<file path="src/rtl/pdc_write_queue_if.sv">
// pdc_write_queue_if: update, drain, flush and occupancy bundle for pdc_write_queue.
// Defining PDC_WQ_FORWARD_EN adds the three forwarding lookup ports.
interface pdc_write_queue_if #(
    parameter int DATA_W = 64,
    parameter int DEPTH  = 4,
    parameter int ADDR_W = 11
);
    localparam int CW = $clog2(DEPTH) + 1;
    logic              upd_valid;
    logic [ADDR_W-1:0] upd_addr;
    logic [DATA_W-1:0] upd_data;
    logic              upd_ready;
    logic              drain_en;
    logic [ADDR_W-1:0] write_addr;
    logic [DATA_W-1:0] write_data;
    logic              write_wen;
    logic              flush;
    logic [CW-1:0]     occupancy;
`ifdef PDC_WQ_FORWARD_EN
    logic [2:0][ADDR_W-1:0] fwd_addr;
    logic [2:0]             fwd_hit;
    logic [2:0][DATA_W-1:0] fwd_data;
    modport master (
        output upd_valid, upd_addr, upd_data, drain_en, flush, fwd_addr,
        input  upd_ready, write_addr, write_data, write_wen, occupancy, fwd_hit, fwd_data
    );
    modport slave (
        input  upd_valid, upd_addr, upd_data, drain_en, flush, fwd_addr,
        output upd_ready, write_addr, write_data, write_wen, occupancy, fwd_hit, fwd_data
    );
`else
    modport master (
        output upd_valid, upd_addr, upd_data, drain_en, flush,
        input  upd_ready, write_addr, write_data, write_wen, occupancy
    );
    modport slave (
        input  upd_valid, upd_addr, upd_data, drain_en, flush,
        output upd_ready, write_addr, write_data, write_wen, occupancy
    );
`endif
endinterface

</file>
<file path="src/rtl/pdc_write_queue.sv">
// pdc_write_queue: coalescing write FIFO feeding the predictor RAM's single write port.
// Optional PDC_WQ_FORWARD_EN adds a 3-port combinational forwarding lookup of pending writes.
module pdc_write_queue #(
    parameter int DATA_W = 64,
    parameter int DEPTH  = 4,
    parameter int ADDR_W = 11
) (
    input logic               clk,
    input logic               rst,
    pdc_write_queue_if.slave  bus
);
    localparam int PW = $clog2(DEPTH);
    localparam int CW = PW + 1;
    logic [PW-1:0]     head, tail, hit_idx;
    logic [CW-1:0]     count;
    logic [DEPTH-1:0]  valid, match;
    logic [ADDR_W-1:0] addr [DEPTH];
    logic [DATA_W-1:0] data [DEPTH];
    logic              pop, push, append, coalesce;
    assign bus.upd_ready  = count != CW'(DEPTH);
    assign pop            = (count != '0) && bus.drain_en;
    assign bus.write_wen  = pop;
    assign bus.write_addr = (count != '0) ? addr[head] : '0;
    assign bus.write_data = (count != '0) ? data[head] : '0;
    assign bus.occupancy  = count;
    assign push           = bus.upd_valid && bus.upd_ready;
    // A head slot leaving this cycle cannot absorb new data; the update queues behind it
    always_comb begin
        match   = '0;
        hit_idx = '0;
        for (int i = 0; i < DEPTH; i++) begin
            match[i] = valid[i] && (addr[i] == bus.upd_addr) && !(pop && (PW'(i) == head));
            if (match[i]) hit_idx = PW'(i);
        end
    end
    assign coalesce = push && (|match);
    assign append   = push && !(|match);
    always_ff @(posedge clk) begin
        if (rst || bus.flush) begin
            head  <= '0;
            tail  <= '0;
            count <= '0;
            valid <= '0;
        end else begin
            if (pop) begin
                valid[head] <= 1'b0;
                head        <= head + PW'(1);
            end
            if (append) begin
                valid[tail] <= 1'b1;
                tail        <= tail + PW'(1);
            end
            count <= count + CW'(append) - CW'(pop);
        end
    end
    always_ff @(posedge clk) begin
        if (append) begin
            addr[tail] <= bus.upd_addr;
            data[tail] <= bus.upd_data;
        end
        if (coalesce) data[hit_idx] <= bus.upd_data;
    end
`ifdef PDC_WQ_FORWARD_EN
    always_comb begin
        bus.fwd_hit  = '0;
        bus.fwd_data = '0;
        for (int k = 0; k < 3; k++)
            for (int i = 0; i < DEPTH; i++)
                if (valid[i] && (addr[i] == bus.fwd_addr[k])) begin
                    bus.fwd_hit[k]  = 1'b1;
                    bus.fwd_data[k] = data[i];
                end
    end
`endif
endmodule

</file>
<file path="src/flat_wrapper.sv">
// flat-port wrapper written by rule: the top's interface ports become plain ports
module pdc_write_queue_flat 
#(
    parameter int DATA_W = 64,
    parameter int DEPTH  = 4,
    parameter int ADDR_W = 11
)
  (clk, rst, bus_upd_valid, bus_upd_addr, bus_upd_data, bus_drain_en, bus_flush, bus_upd_ready, bus_write_addr, bus_write_data, bus_write_wen, bus_occupancy);
  pdc_write_queue_if #(.DATA_W(DATA_W), .DEPTH(DEPTH), .ADDR_W(ADDR_W)) bus_i ();
  input logic clk;
  input logic rst;
  input wire logic [$bits(bus_i.upd_valid)-1:0] bus_upd_valid;
  input wire logic [$bits(bus_i.upd_addr)-1:0] bus_upd_addr;
  input wire logic [$bits(bus_i.upd_data)-1:0] bus_upd_data;
  input wire logic [$bits(bus_i.drain_en)-1:0] bus_drain_en;
  input wire logic [$bits(bus_i.flush)-1:0] bus_flush;
  output wire logic [$bits(bus_i.upd_ready)-1:0] bus_upd_ready;
  output wire logic [$bits(bus_i.write_addr)-1:0] bus_write_addr;
  output wire logic [$bits(bus_i.write_data)-1:0] bus_write_data;
  output wire logic [$bits(bus_i.write_wen)-1:0] bus_write_wen;
  output wire logic [$bits(bus_i.occupancy)-1:0] bus_occupancy;
  assign bus_i.upd_valid = bus_upd_valid;
  assign bus_i.upd_addr = bus_upd_addr;
  assign bus_i.upd_data = bus_upd_data;
  assign bus_i.drain_en = bus_drain_en;
  assign bus_i.flush = bus_flush;
  assign bus_upd_ready = bus_i.upd_ready;
  assign bus_write_addr = bus_i.write_addr;
  assign bus_write_data = bus_i.write_data;
  assign bus_write_wen = bus_i.write_wen;
  assign bus_occupancy = bus_i.occupancy;
  pdc_write_queue #(.DATA_W(DATA_W), .DEPTH(DEPTH), .ADDR_W(ADDR_W)) u_core (.clk(clk), .rst(rst), .bus(bus_i));
endmodule
</file>
<file path="config.mk">
export PLATFORM = sky130hd
export DESIGN_NAME = pdc_write_queue_flat
export DESIGN_NICKNAME = d
export VERILOG_FILES = /design/src/rtl/pdc_write_queue_if.sv /design/src/rtl/pdc_write_queue.sv /design/src/flat_wrapper.sv
export SDC_FILE = /design/constraint.sdc
export NUM_CORES = 1
export LEC_CHECK = 0
export CAP_MARGIN = 20
export CORE_AREA = 2 2 171 173
export CTS_CLUSTER_SIZE = 12
export DETAILED_ROUTE_END_ITERATION = 10
export DIE_AREA = 0 0 173 175
export GPL_TIMING_DRIVEN = 0
export MAX_ROUTING_LAYER = met4
export PLACE_DENSITY = 0.66
export RECOVER_POWER = 50
export SETUP_SLACK_MARGIN = 0.3
export SYNTH_ARGS = -nofsm -noshare
export SYNTH_HDL_FRONTEND = slang
export SYNTH_SLANG_ARGS = --single-unit
</file>
<file path="constraint.sdc">
create_clock -name clk -period 15.3 [get_ports clk]
set_clock_uncertainty 0.05 [all_clocks]
set_input_delay 3.825 -clock clk [delete_from_list [all_inputs] [get_ports clk]]
set_output_delay 3.825 -clock clk [all_outputs]
set_load 0.05 [all_outputs]
</file>
======== Word-level counts from Yosys, hierarchy flattened ========
Memory sizes are Yosys's and may differ from the RTL's. A register that Yosys moved wholly into a read port is not among the register bits.
Index checks and enable logic that the tools add are counted.
W data, S select, Z words.
word-level totals
  flip-flop bits (word level) ............. 11
  latch bits .............................. 0
  RAM bits ................................ 300
  bits in read-only memories .............. 0
  word-level logic and storage cells ...... 76
  memories ................................ 2
memory list
  name         depth  bits a word  rd ports  clocked after Yosys merged registers in  write ports  line                   RTL
  u_core.data  4      64           1         1                                        1            pdc_write_queue.sv:18  logic [DATA_W-1:0] data [DEPTH];
  u_core.addr  4      11           5         1                                        1            pdc_write_queue.sv:17  logic [ADDR_W-1:0] addr [DEPTH];
operators by class
  add/subtract/negate cells ............... 4
  multipliers ............................. 0
  div/mod/pow operators ................... 0
  $lt $le $gt $ge ......................... 4
  eq/ne operators ......................... 8
  shift-type cells ........................ 0
  multiplexer cells ....................... 23
  bitwise gates (word level) .............. 3
  reductions and logical operators ........ 28
operator list
  cell                   count
  $mux W64               2
  $reduce_or A64 Y1      1
  $eq A11 B11 Y1         4
  $logic_and A1 B1 Y1    18
  $mux W2                7
  $mux W4                3
  $mux W11               1
  $mux W1                8
  $lt A2 B3 Y1 const B   2
  $logic_not A1 Y1       5
  $add A2 B1 Y2 const B  2
  $and A4 B4 Y4          1
  $demux W1 S2           2
  $eq A2 B2 Y1 const A   2
  $ge A2 B1 Y1 const B   2
  $not A4 Y4             1
  $or A4 B4 Y4           1
  $reduce_or A4 Y1       1
  $add A3 B1 Y3          1
  $ne A3 B3 Y1 const B   1
  $reduce_bool A3 Y1     1
  $sub A3 B1 Y3          1
  $eq A1 B2 Y1 const A   1
  $logic_not A2 Y1       1
  $logic_or A1 B1 Y1     1

======== Depth between registers and ports, before layout ========
Gate-level depths: netlist (run 1).
  depth after elaboration ................. 11
  depth in mapped cells ................... 13
  depth with buffers taken out ............ 13

======== Worst setup path after synthesis (run 1) ========
No wires, ideal clock.
  path type ............................... in2reg
  from .................................... input port bus_upd_addr[4]
  to ...................................... memory u_core.data[0][0], enable pin
  arrival ................................. 9.278 ns
  required time ........................... 14.685 ns
  setup slack ............................. 5.408 ns
  stages on the path ...................... 7
  buffers on the path ..................... 1
  cell sequence ........................... buf_2 xnor2_1 nand4_1 nor4_4 o21a_1 o21ai_0 nor3_1
between the ends
  cells in the longest elaborated chain, start to end .. 9
ends and longest elaborated chain
  what                                                            line                                          RTL
  from (decl)                                                     flat_wrapper.sv:13                            input wire logic [$bits(bus_i.upd_addr)-1:0] bus_upd_addr;
  $eq A11 B11 Y1                                                  pdc_write_queue.sv:32                         match[i] = valid[i] && (addr[i] == bus.upd_addr) && !(pop && (PW'(i) == head));
  $logic_and A1 B1 Y1 (2 in a row)                                pdc_write_queue.sv:32
  $reduce_or A4 Y1                                                pdc_write_queue.sv:36, pdc_write_queue.sv:37
  $logic_and A1 B1 Y1 / $logic_not A1 Y1 (equally long branches)  pdc_write_queue.sv:36, pdc_write_queue.sv:37
  $mux W1 / $logic_and A1 B1 Y1 (equally long branches)           pdc_write_queue.sv:61, pdc_write_queue.sv:37
  $mux W1 (on tied branches)                                      pdc_write_queue.sv:61, pdc_write_queue.sv:57
  $reduce_or A64 Y1 (no line) / $mux W1 (equally long branches)   --
  $mux W2 (no line) / $mux W1 (equally long branches)             --
  to (decl)                                                       pdc_write_queue.sv:18
Several ways; a longest one is shown, not always the timed one.

======== Worst setup path in the final report (run 1) ========
  from .................................... input port bus_drain_en
  to ...................................... output port bus_write_wen
between the ends
  cells in the longest elaborated chain, start to end .. 1
ends and longest elaborated chain
  what                 line                   RTL
  from (decl)          flat_wrapper.sv:15     input wire logic [$bits(bus_i.drain_en)-1:0] bus_drain_en;
  $logic_and A1 B1 Y1  pdc_write_queue.sv:21  assign pop = (count != '0) && bus.drain_en;
  to (decl)            flat_wrapper.sv:20     output wire logic [$bits(bus_i.write_wen)-1:0] bus_write_wen;
No other way between the ends.

==> results of run 1 <==
[cell type report]
cell class / instances / share of cell area [%]
Sequential cell: 313 / 57.9
Multi-Input combinational cell: 271 / 19.7
Timing Repair Buffer: 172 / 11.5
Clock buffer: 49 / 6.06
Tap cell: 384 / 3.00
Buffer: 36 / 0.984
Clock inverter: 8 / 0.398
Inverter: 17 / 0.398
Antenna cell: 8 / 0.125
[where the power goes]
part / total (mW) / leakage, nW / switching, mW / internal [mW]
Sequential: 0.985 / 2.86 / 0.0106 / 0.974
Clock: 0.755 / 0.501 / 0.300 / 0.456
Combinational: 0.436 / 1.76 / 0.281 / 0.155
[state kept, by name, summed over array words and instances, names as in the netlist, named ones only]
register,cells
u_core.valid,4
u_core.tail,2
u_core.head,2
u_core.addr,44
u_core.data,256
u_core.bus.occupancy,3
[cells in the final DEF (no fill, tap or decap), types with 2 or more instances in the layout]
cell | netlist | final
nand3_1 | 10 | 10
diode_2 | 0 | 8
o21a_1 | 2 | 2
ha_1 | 10 | 10
dlygate4sd3_1 | 0 | 80
nor2b_1 | 76 | 76
nor2_1 | 7 | 7
buf_6 | 0 | 7
buf_16 | 0 | 6
nand4_1 | 8 | 8
nor4_4 | 4 | 3
o21ai_2 | 4 | 4
inv_1 | 17 | 17
o211a_1 | 2 | 2
nand2_1 | 3 | 3
a21oi_1 | 6 | 7
clkbuf_16 | 0 | 37
o21ai_1 | 3 | 2
xnor2_1 | 46 | 46
buf_2 | 19 | 18
mux4_2 | 75 | 75
clkinv_2 | 0 | 3
clkdlybuf4s50_1 | 0 | 79
clkbuf_1 | 17 | 30
edfxtp_1 | 300 | 300
clkinv_1 | 0 | 3
nor3_1 | 3 | 2
o21ai_0 | 1 | 2
dfxtp_1 | 13 | 13
[routing by layer]
metal / GRT usage (%) / vias to the layer above / routed length (um)
met4: 4.45 / 0 / 418
li1: - / 2932 / -
met1: 21.6 / 3295 / 10500
met2: 30.0 / 208 / 13200
met5: - / - / 0
met3: 4.83 / 45 / 1800
[logic make-up after synthesis]
logic type,synth area share [%]
xor+xnor,3.25
mux,13.3
buf+inv,1.76
flops,73.2
compound gates,1.27
simple gates,5.99
fa+ha+maj,1.15
[critical path, delay by kind of cell]
kind	cells	cell delay (ns)
buf+inv	3	1.50
compound gates	1	0.14
[metrics by stage]
stage	power, mW	hold slack [ns]	util, %	setup WS [ns]	cells
6_report	2.18	0.457	56.4	5.96	1258
5_1_grt	2.26	0.460	56.4	5.89	1257
4_1_cts	2.21	0.470	56.5	5.94	1250
3_5_place_dp	1.45	0.464	52.8	5.95	1193
3_3_place_gp	1.44	0.449	51.9	1.05	1180
2_1_floorplan	1.28	0.423	-	5.41	637
[path summary, 6_finish.rpt]
kind	startpoint	to	slack, ns	depth (start not counted)
worst max register to register	u_core.bus.occupancy[1]	u_core.data[2][31]	11.34	9
worst min register to register	u_core.valid[3]	u_core.valid[3]	0.46	2
worst min-delay path	u_core.valid[3]	u_core.valid[3]	0.46	2
worst max-delay path	bus_drain_en	bus_write_wen	5.96	4
==> results.ini, run 1 <==
[setup_path]
slowest_stage=clkdlybuf4s50_1
crit_type=in2out
crit_path_max_fanout=7
critPathMaxStageDelay_ns=0.83
crit_arrival_ns=5.47
critical_path.most_common_cell=clkdlybuf4s50_1
start_kind=input port
cp-end-kind=output port
worstPathRequired_ns=11.43
crit_chain=clkdlybuf4s50_1, o31ai_4, inv_1, clkdlybuf4s50_1

[placed_design]
dp_hpwl_mm=17.4
gp_congestion=0.884
io_buffers=159
post_dp_cell_area_sq_mm=0.0150

[power_and_ir_drop]
vdd_drop_max_mv=0.110
p_leak_nw=5.12
power_density_mw_per_mm2=136

[global_route]
grt_pass1_wl_mm=40.1
grt_max_degree=53
antenna_found_initial=8
grt_overflow=0
grt_pass1_vias=7161
groute.usage.overall_pct=17.9

[floorplan]
io_pins=160
start_util_pct=44.6
coreArea_sq_mm=0.0284
die_x_um=173
die_h_um=175
placementRows=62
fp.dieArea_sq_mm=0.0303

[timing]
worst_pin_slew_ns=0.972
rsz0062_at_grt=false
drv_slew=0
setup_viol_count_final=0
setup-tns-final_ns=0
fin_crit_ns=9.34
max_freq_ghz=0.107
slew_headroom_pct=35.2
hold_viol_final=0
fin_crit_sh_pct=61.1

[logic_synthesis]
yosys_warnings=0
synth_top_cell_by_area=edfxtp_1
yosys-top-cells-area=edfxtp_1 71%, mux4_2 13%, nor2b_1 3.8%
ys_seq_area_share_pct=73.2
netlist_area_sq_mm=0.0127
synth_common_cells=300 x edfxtp_1, 76 x nor2b_1, 75 x mux4_2, 46 x xnor2_1, 19 x buf_2
ys_seq_elements=313
synth.most_common_cell=edfxtp_1
synth_top_area_share_pct=71.2
dominantRegCellSynth=edfxtp_1
async_flop_share_pct=0
syn_nets=728
synth_edf_count=300
syn-instance-count=637
avgSynthCellArea_sq_um=19.9
yosysUniqueCellTypes=32

[flow_run]
cap_viol_max_count=0

[cts]
cts_hold_buf=0
numClockSinks=313
cts_buffers=34
clockRootBuffer=clkbuf_16
cts_buffer_depth=3
clk_latency_ns=0.49
clk_pin_slew_ns=0.06
cts.htree.levels=2
cts_tree=done
cts_setup_buffers=0
cts_resized=0

[drt]
drtAntennaViolNets=0
drc=0
drt_iter0_drc=366
wire_per_inst_um=20.5
wirelength_mm=25.9
vias_per_cell=5.15
vias=6480
first_pass_iters=5

[final_layout]
layout.nets=936
drive_gt1_share_pct=18.7
fin_area_sq_mm=0.0160
multi_input_area_sq_mm=0.00316
num-fill-cells=2183
regArea_sq_mm=0.00927
area_growth_pct=26.6

[status]
status=finished clean

[min_path]
hp-class=reg2reg

Note: power is estimated with default switching activity, not from simulation.
==> run 2: changes to the inputs <==
--- a/config.mk
+++ b/config.mk
@@ -12,7 +12,7 @@
 export DIE_AREA = 0 0 173 175
 export GPL_TIMING_DRIVEN = 0
 export MAX_ROUTING_LAYER = met4
-export PLACE_DENSITY = 0.66
+export PLACE_DENSITY = 0.69
 export RECOVER_POWER = 50
 export SETUP_SLACK_MARGIN = 0.3
 export SYNTH_ARGS = -nofsm -noshare
==> constraint.sdc (replaced) <==
create_clock -name clk -period 8.2 [get_ports clk]
set_clock_uncertainty 0.05 [all_clocks]
set_input_delay 2.05 -clock clk [delete_from_list [all_inputs] [get_ports clk]]
set_output_delay 2.05 -clock clk [all_outputs]
set_load 0.05 [all_outputs]
==> run 2 against run 1 <==
  * Count of clock-buffer cells in the layout fell by 6
  * Critical path depth did not move
  * Register-to-register slack worse by 6.9 ns
  * Sequential cell count did not move
  * Sequential power is 87% higher
  * Hold slack worse by 0.0082 ns
  * Cell area barely moved
  * Die area stayed put
  * Highest routed layer unchanged
  * Largest power group unchanged
  * Power is 88% higher
  * First-iteration DRC count increased by 13%
==> results.ini, run 2 (synthesized netlist as in run 1, its figures left out) <==
[setup_path]
cp-end-kind=output port
start_kind=input port
crit_arrival_ns=3.67  ; -1.80 ns
crit_type=in2out
crit_chain=clkdlybuf4s50_1, o31ai_4, inv_1, clkdlybuf4s50_1
slowest_stage=clkdlybuf4s50_1
r2r_start=u_core.bus.occupancy[1]
crit_path_start=bus_drain_en
critPathMaxStageDelay_ns=0.82  ; about the same
worstPathRequired_ns=6.10  ; -5.33 ns
critical_path.most_common_cell=clkdlybuf4s50_1
crit_path_max_fanout=7  ; unchanged
r2r_setup_slack_ns=4.48  ; -6.86 ns

[final_layout]
reg_top3=u_core.data x256, u_core.addr x44, u_core.valid x4
largest_reg_flops=256  ; unchanged
layout.nets=934  ; -0.21%
drive_gt1_share_pct=19.2  ; +0.48 points
final_cell_mix=300 x edfxtp_1, 80 x dlygate4sd3_1, 79 x clkdlybuf4s50_1, 76 x nor2b_1, 75 x mux4_2
finalNonFillerCells=1257  ; -0.079%
area_growth_pct=26.6  ; about the same
regMostFlops=u_core.data
layout_commonest_cell=edfxtp_1

[timing]
rsz0062_at_grt=false
max_freq_ghz=0.173
setup_viol_count_final=0  ; unchanged
fin_crit_sh_pct=70.3
fin_crit_ns=5.77
holdWs_ns=0.448  ; -0.00824 ns
slew_headroom_pct=42.8  ; +7.6 points
setup_slack_ns=2.43  ; -3.52 ns
worst_pin_slew_ns=0.851  ; -0.121 ns
drv_slew=0  ; unchanged
hold_viol_final=0  ; unchanged

[floorplan]
fp.dieArea_sq_mm=0.0303  ; unchanged
die_x_um=173  ; unchanged
start_util_pct=44.6  ; unchanged
io_pins=160  ; unchanged
placementRows=62  ; unchanged
die_h_um=175  ; unchanged
coreArea_sq_mm=0.0284  ; unchanged

[power_and_ir_drop]
vdd_drop_max_mv=0.206  ; +87%
power_density_mw_per_mm2=255  ; +88%
p_leak_nw=5.11  ; -0.15%

[cts]
cts_resized=0  ; unchanged
clk_pin_slew_ns=0.06  ; about the same
clk_latency_ns=0.50  ; about the same
cts_tree=done
cts_hold_buf=0  ; unchanged
clockRootBuffer=clkbuf_16
numClockSinks=313  ; unchanged
cts_buffers=35  ; +2.9%
cts_setup_buffers=0  ; unchanged
cts_buffer_depth=3  ; unchanged
cts.htree.levels=2  ; unchanged

[drt]
drt_iter0_drc=414  ; +13%
wirelength_mm=25.9  ; about the same
vias_per_cell=5.06  ; -1.7%
first_pass_iters=4  ; -1
drc=0  ; unchanged
vias=6363  ; -1.8%
drtAntennaViolNets=0  ; unchanged
wire_per_inst_um=20.6  ; +0.16%

[flow_run]
cap_viol_max_count=0  ; unchanged

[global_route]
grt_overflow=0  ; unchanged
grt_pass1_wl_mm=39.7  ; -1.0%
groute.usage.overall_pct=17.8  ; -0.086 points
antenna_found_initial=8  ; unchanged
grt_pass1_vias=6954  ; -2.9%
grt_max_degree=53  ; unchanged

[min_path]
hp-class=reg2reg
hold_start=u_core.valid[3]

[placed_design]
io_buffers=159  ; unchanged
dp.cells=1190  ; -0.25%
gp_congestion=0.793  ; -10%
dp_hpwl_mm=17.1  ; -1.7%
dp_slack_ns=2.43  ; -3.52 ns

[status]
status=finished clean

==> run 2: changes by cell type in the layout (fill, tap and decap cells not counted), sizes merged <==
| cell | change |
|---|---|
| buf | -3 |
| bufinv | +1 |
| clkbuf | -6 |
| clkinv | +3 |
| clkinvlp | +1 |
| inv | +3 |
==> run 2: final timing paths <==
check | end | depth (start not counted)
max reg2reg | u_core.data[2][60] | 9
min reg2reg | u_core.valid[3] | 2
min | u_core.valid[3] | 2
max | bus_write_wen | 4
==> run 2: cell type report <==
class	instances	area (sq um)
diodes	8	20.0
plain buffers	36	158
clock buffers	43	906
clock inverters	16	141
fillers	2212	12400
inverters	17	63.8
multi-input cells	271	3170
flip-flops and latches	313	9270
well taps	384	480
repair buffers	169	1800
==> run 2: power by group <==
part	internal, mW	switching, mW
registers	1.82	0.0201
clock network	0.848	0.584
logic	0.289	0.522
total	2.96	1.13
==> run 2: critical path: cells and delay by family <==
kind,cells,cell delay [ns]
buffers and inverters,3,1.47
AO/OA/AOI/OAI,1,0.14
==> run 2: per-layer routing <==
metal | global-route usage, % | share of wire (%)
met1 | 21.6 | 42
met2 | 29.6 | 50
met3 | 5.09 | 6.7
met4 | 4.27 | 1.8
met5 | - | 0
==> run 2: stage by stage <==
| stage | instance area [sq um] | total power [mW] | TNS (ns) | utilization [%] |
|---|---|---|---|---|
| after global placement | 14700 | 2.69 | -115.81 | 51.9 |
| after CTS | 16000 | 4.15 | 0 | 56.4 |
| final | 16000 | 4.08 | 0 | 56.4 |
| after floorplan | 12700 | 2.39 | 0 | - |
| after detailed placement | 15000 | 2.70 | 0 | 52.7 |
| after global routing | 16000 | 4.24 | 0 | 56.4 |
==> run 3: changes to the inputs <==
--- a/config.mk
+++ b/config.mk
@@ -12,7 +12,7 @@
 export DIE_AREA = 0 0 173 175
 export GPL_TIMING_DRIVEN = 0
 export MAX_ROUTING_LAYER = met4
-export PLACE_DENSITY = 0.69
+export PLACE_DENSITY = 0.66
 export RECOVER_POWER = 50
 export SETUP_SLACK_MARGIN = 0.3
 export SYNTH_ARGS = -nofsm -noshare
==> constraint.sdc (replaced) <==
create_clock -name clk -period 5.5 [get_ports clk]
set_clock_uncertainty 0.05 [all_clocks]
set_input_delay 1.375 -clock clk [delete_from_list [all_inputs] [get_ports clk]]
set_output_delay 1.375 -clock clk [all_outputs]
set_load 0.05 [all_outputs]
==> run 3 against run 2 <==
  * Register-to-register slack got worse by 2.9 ns
  * Combinational power increased by 50%
  * Cell area increased by 0.41%
  * Die area unchanged
  * Non-clock buffer count unchanged
  * Sequential power increased by 49%
  * Highest routed layer unchanged
  * Core utilization increased by 0.23 points
  * Critical path type is now in2reg
  * Sequential cell count unchanged
  * Critical endpoint is now u_core.data[2][35]
==> results.ini, run 3 (synthesized netlist as in run 1, its figures left out) <==
[floorplan]
coreArea_sq_mm=0.0284  ; unchanged
placementRows=62  ; unchanged
die_h_um=175  ; unchanged
io_pins=160  ; unchanged
start_util_pct=44.6  ; unchanged
fp.dieArea_sq_mm=0.0303  ; unchanged
die_x_um=173  ; unchanged

[power_and_ir_drop]
p_sw_mw=1.66  ; +47%
power_density_mw_per_mm2=380  ; +49%
p_int_mw=4.45  ; +50%
seqPwrFrac_pct=44.9  ; about the same
clkPwrFrac_pct=35.2  ; about the same
combPwrFrac_pct=20.0  ; about the same
finalPower_mw=6.11  ; +50%
switching_share_pct=27.2  ; -0.43 points
vdd_drop_max_mv=0.323  ; +57%
p_leak_nw=5.13  ; +0.27%

[cts]
cts_tree=done
cts_buffers=35  ; unchanged
cts_setup_buffers=0  ; unchanged
clk_latency_ns=0.49  ; about the same
cts_buffer_depth=3  ; unchanged
cts_hold_buf=0  ; unchanged
cts_resized=0  ; unchanged
numClockSinks=313  ; unchanged
cts.htree.levels=2  ; unchanged
clockRootBuffer=clkbuf_16
clk_pin_slew_ns=0.05  ; about the same

[final_layout]
drive_gt1_share_pct=18.8  ; -0.35 points
largest_reg_flops=256  ; unchanged
regMostFlops=u_core.data
layout_commonest_cell=edfxtp_1
reg_top3=u_core.data x256, u_core.addr x44, u_core.valid x4
area_growth_pct=27.1
num-fill-cells=2178  ; -1.5%
final_cell_mix=300 x edfxtp_1, 80 x dlygate4sd3_1, 79 x clkdlybuf4s50_1, 76 x nor2b_1, 75 x mux4_2
layout.nets=934  ; unchanged

[flow_run]
cap_viol_max_count=0  ; unchanged

[setup_path]
start_kind=input port
worstRegToRegCells=9  ; unchanged
crit_path_max_fanout=17  ; +10
crit_type=in2reg
crit_arrival_ns=5.08  ; +1.41 ns
worstPathRequired_ns=5.65  ; -0.45 ns
cp-end-kind=flop

[global_route]
grt_overflow=0  ; unchanged
grt_pass1_vias=7124  ; +2.4%
antenna_found_initial=8  ; unchanged
grt_pass1_wl_mm=39.6  ; -0.12%
grt_max_degree=39  ; -26%
groute.usage.overall_pct=17.6  ; -0.15 points

[timing]
fin_crit_ns=4.93
worst_pin_slew_ns=0.933  ; +0.0819 ns
fin_crit_sh_pct=89.6
rsz0062_at_grt=false
hold_viol_final=0  ; unchanged
setup_viol_count_final=0  ; unchanged
drv_slew=0  ; unchanged
holdWs_ns=0.442  ; -0.00644 ns
slew_headroom_pct=37.2  ; -5.5 points
max_freq_ghz=0.203

[min_path]
hp-class=reg2reg
whs_path_depth=2  ; unchanged

[drt]
first_pass_iters=5  ; +1
drt_iter0_drc=548  ; +32%
vias_per_cell=5.16  ; +2.0%
wirelength_mm=25.7  ; -0.78%
wire_per_inst_um=20.4  ; -0.86%
drtAntennaViolNets=0  ; unchanged
vias=6494  ; +2.1%
drc=0  ; unchanged

[status]
status=finished clean

[placed_design]
dp_hpwl_mm=17.2  ; +0.94%
gp_congestion=0.863  ; +8.8%
io_buffers=159  ; unchanged

==> run 3: cell type report <==
cell class | count | area, sq um | share of cell area (%)
Antenna cell | 9 | 22.5 | 0.140
Buffer | 36 | 158 | 0.980
Clock inverter | 10 | 77.6 | 0.482
Tap cell | 384 | 480 | 2.99
Multi-Input combinational cell | 271 | 3180 | 19.8
Timing Repair Buffer | 169 | 1840 | 11.5
Inverter | 17 | 63.8 | 0.397
Sequential cell | 313 | 9270 | 57.6
Clock buffer | 49 | 991 | 6.16
==> run 3: stage by stage <==
| stage | setup slack [ns] | std cells | utilization, % | setup TNS, ns | area, sq um |
|---|---|---|---|---|---|
| floorplan | 0.960 | 637 | - | 0 | 12700 |
| global placement | -1.06 | 1180 | 51.9 | -223.75 | 14700 |
| detailed placement | 0.428 | 1190 | 52.9 | 0 | 15000 |
| CTS | 0.601 | 1249 | 56.6 | 0 | 16100 |
| global route | 0.398 | 1257 | 56.6 | 0 | 16100 |
| finish | 0.572 | 1258 | 56.6 | 0 | 16100 |
==> run 3: power groups by stage <==
stage | clock network [mW] | logic [mW] | registers (mW)
after global placement | 0 | 1.21 | 2.79
after global routing | 2.30 | 1.29 | 2.75
final | 2.15 | 1.22 | 2.74
after floorplan | 0 | 0.766 | 2.79
after detailed placement | 0 | 1.24 | 2.79
after CTS | 2.20 | 1.25 | 2.74
==> run 3: per-layer routing <==
metal,GRT usage (%),part of all wire (%)
met4,4.34,1.6
met5,-,0
met2,29.5,51
met3,5.37,8.0
met1,21.1,40
==> run 3: worst max-delay path, cell delays in order <==
cell,delay (ns)
dlygate4sd3_1,0.65
clkbuf_1,0.26
xnor2_1,0.16
nand4_1,0.15
nor4_1,0.79
o21ai_1,0.22
o21a_1,0.21
nor3_4,0.63
buf_8,0.25
buf_16,0.17
buf_16,0.17
==> run 3: path summary, 6_finish.rpt <==
check | start | end | slack (ns)
max | bus_upd_addr[4] | u_core.data[2][35] | 0.57
min reg2reg | u_core.valid[2] | u_core.valid[2] | 0.44
max reg2reg | u_core.bus.occupancy[1] | u_core.data[2][35] | 1.62
min | u_core.valid[2] | u_core.valid[2] | 0.44
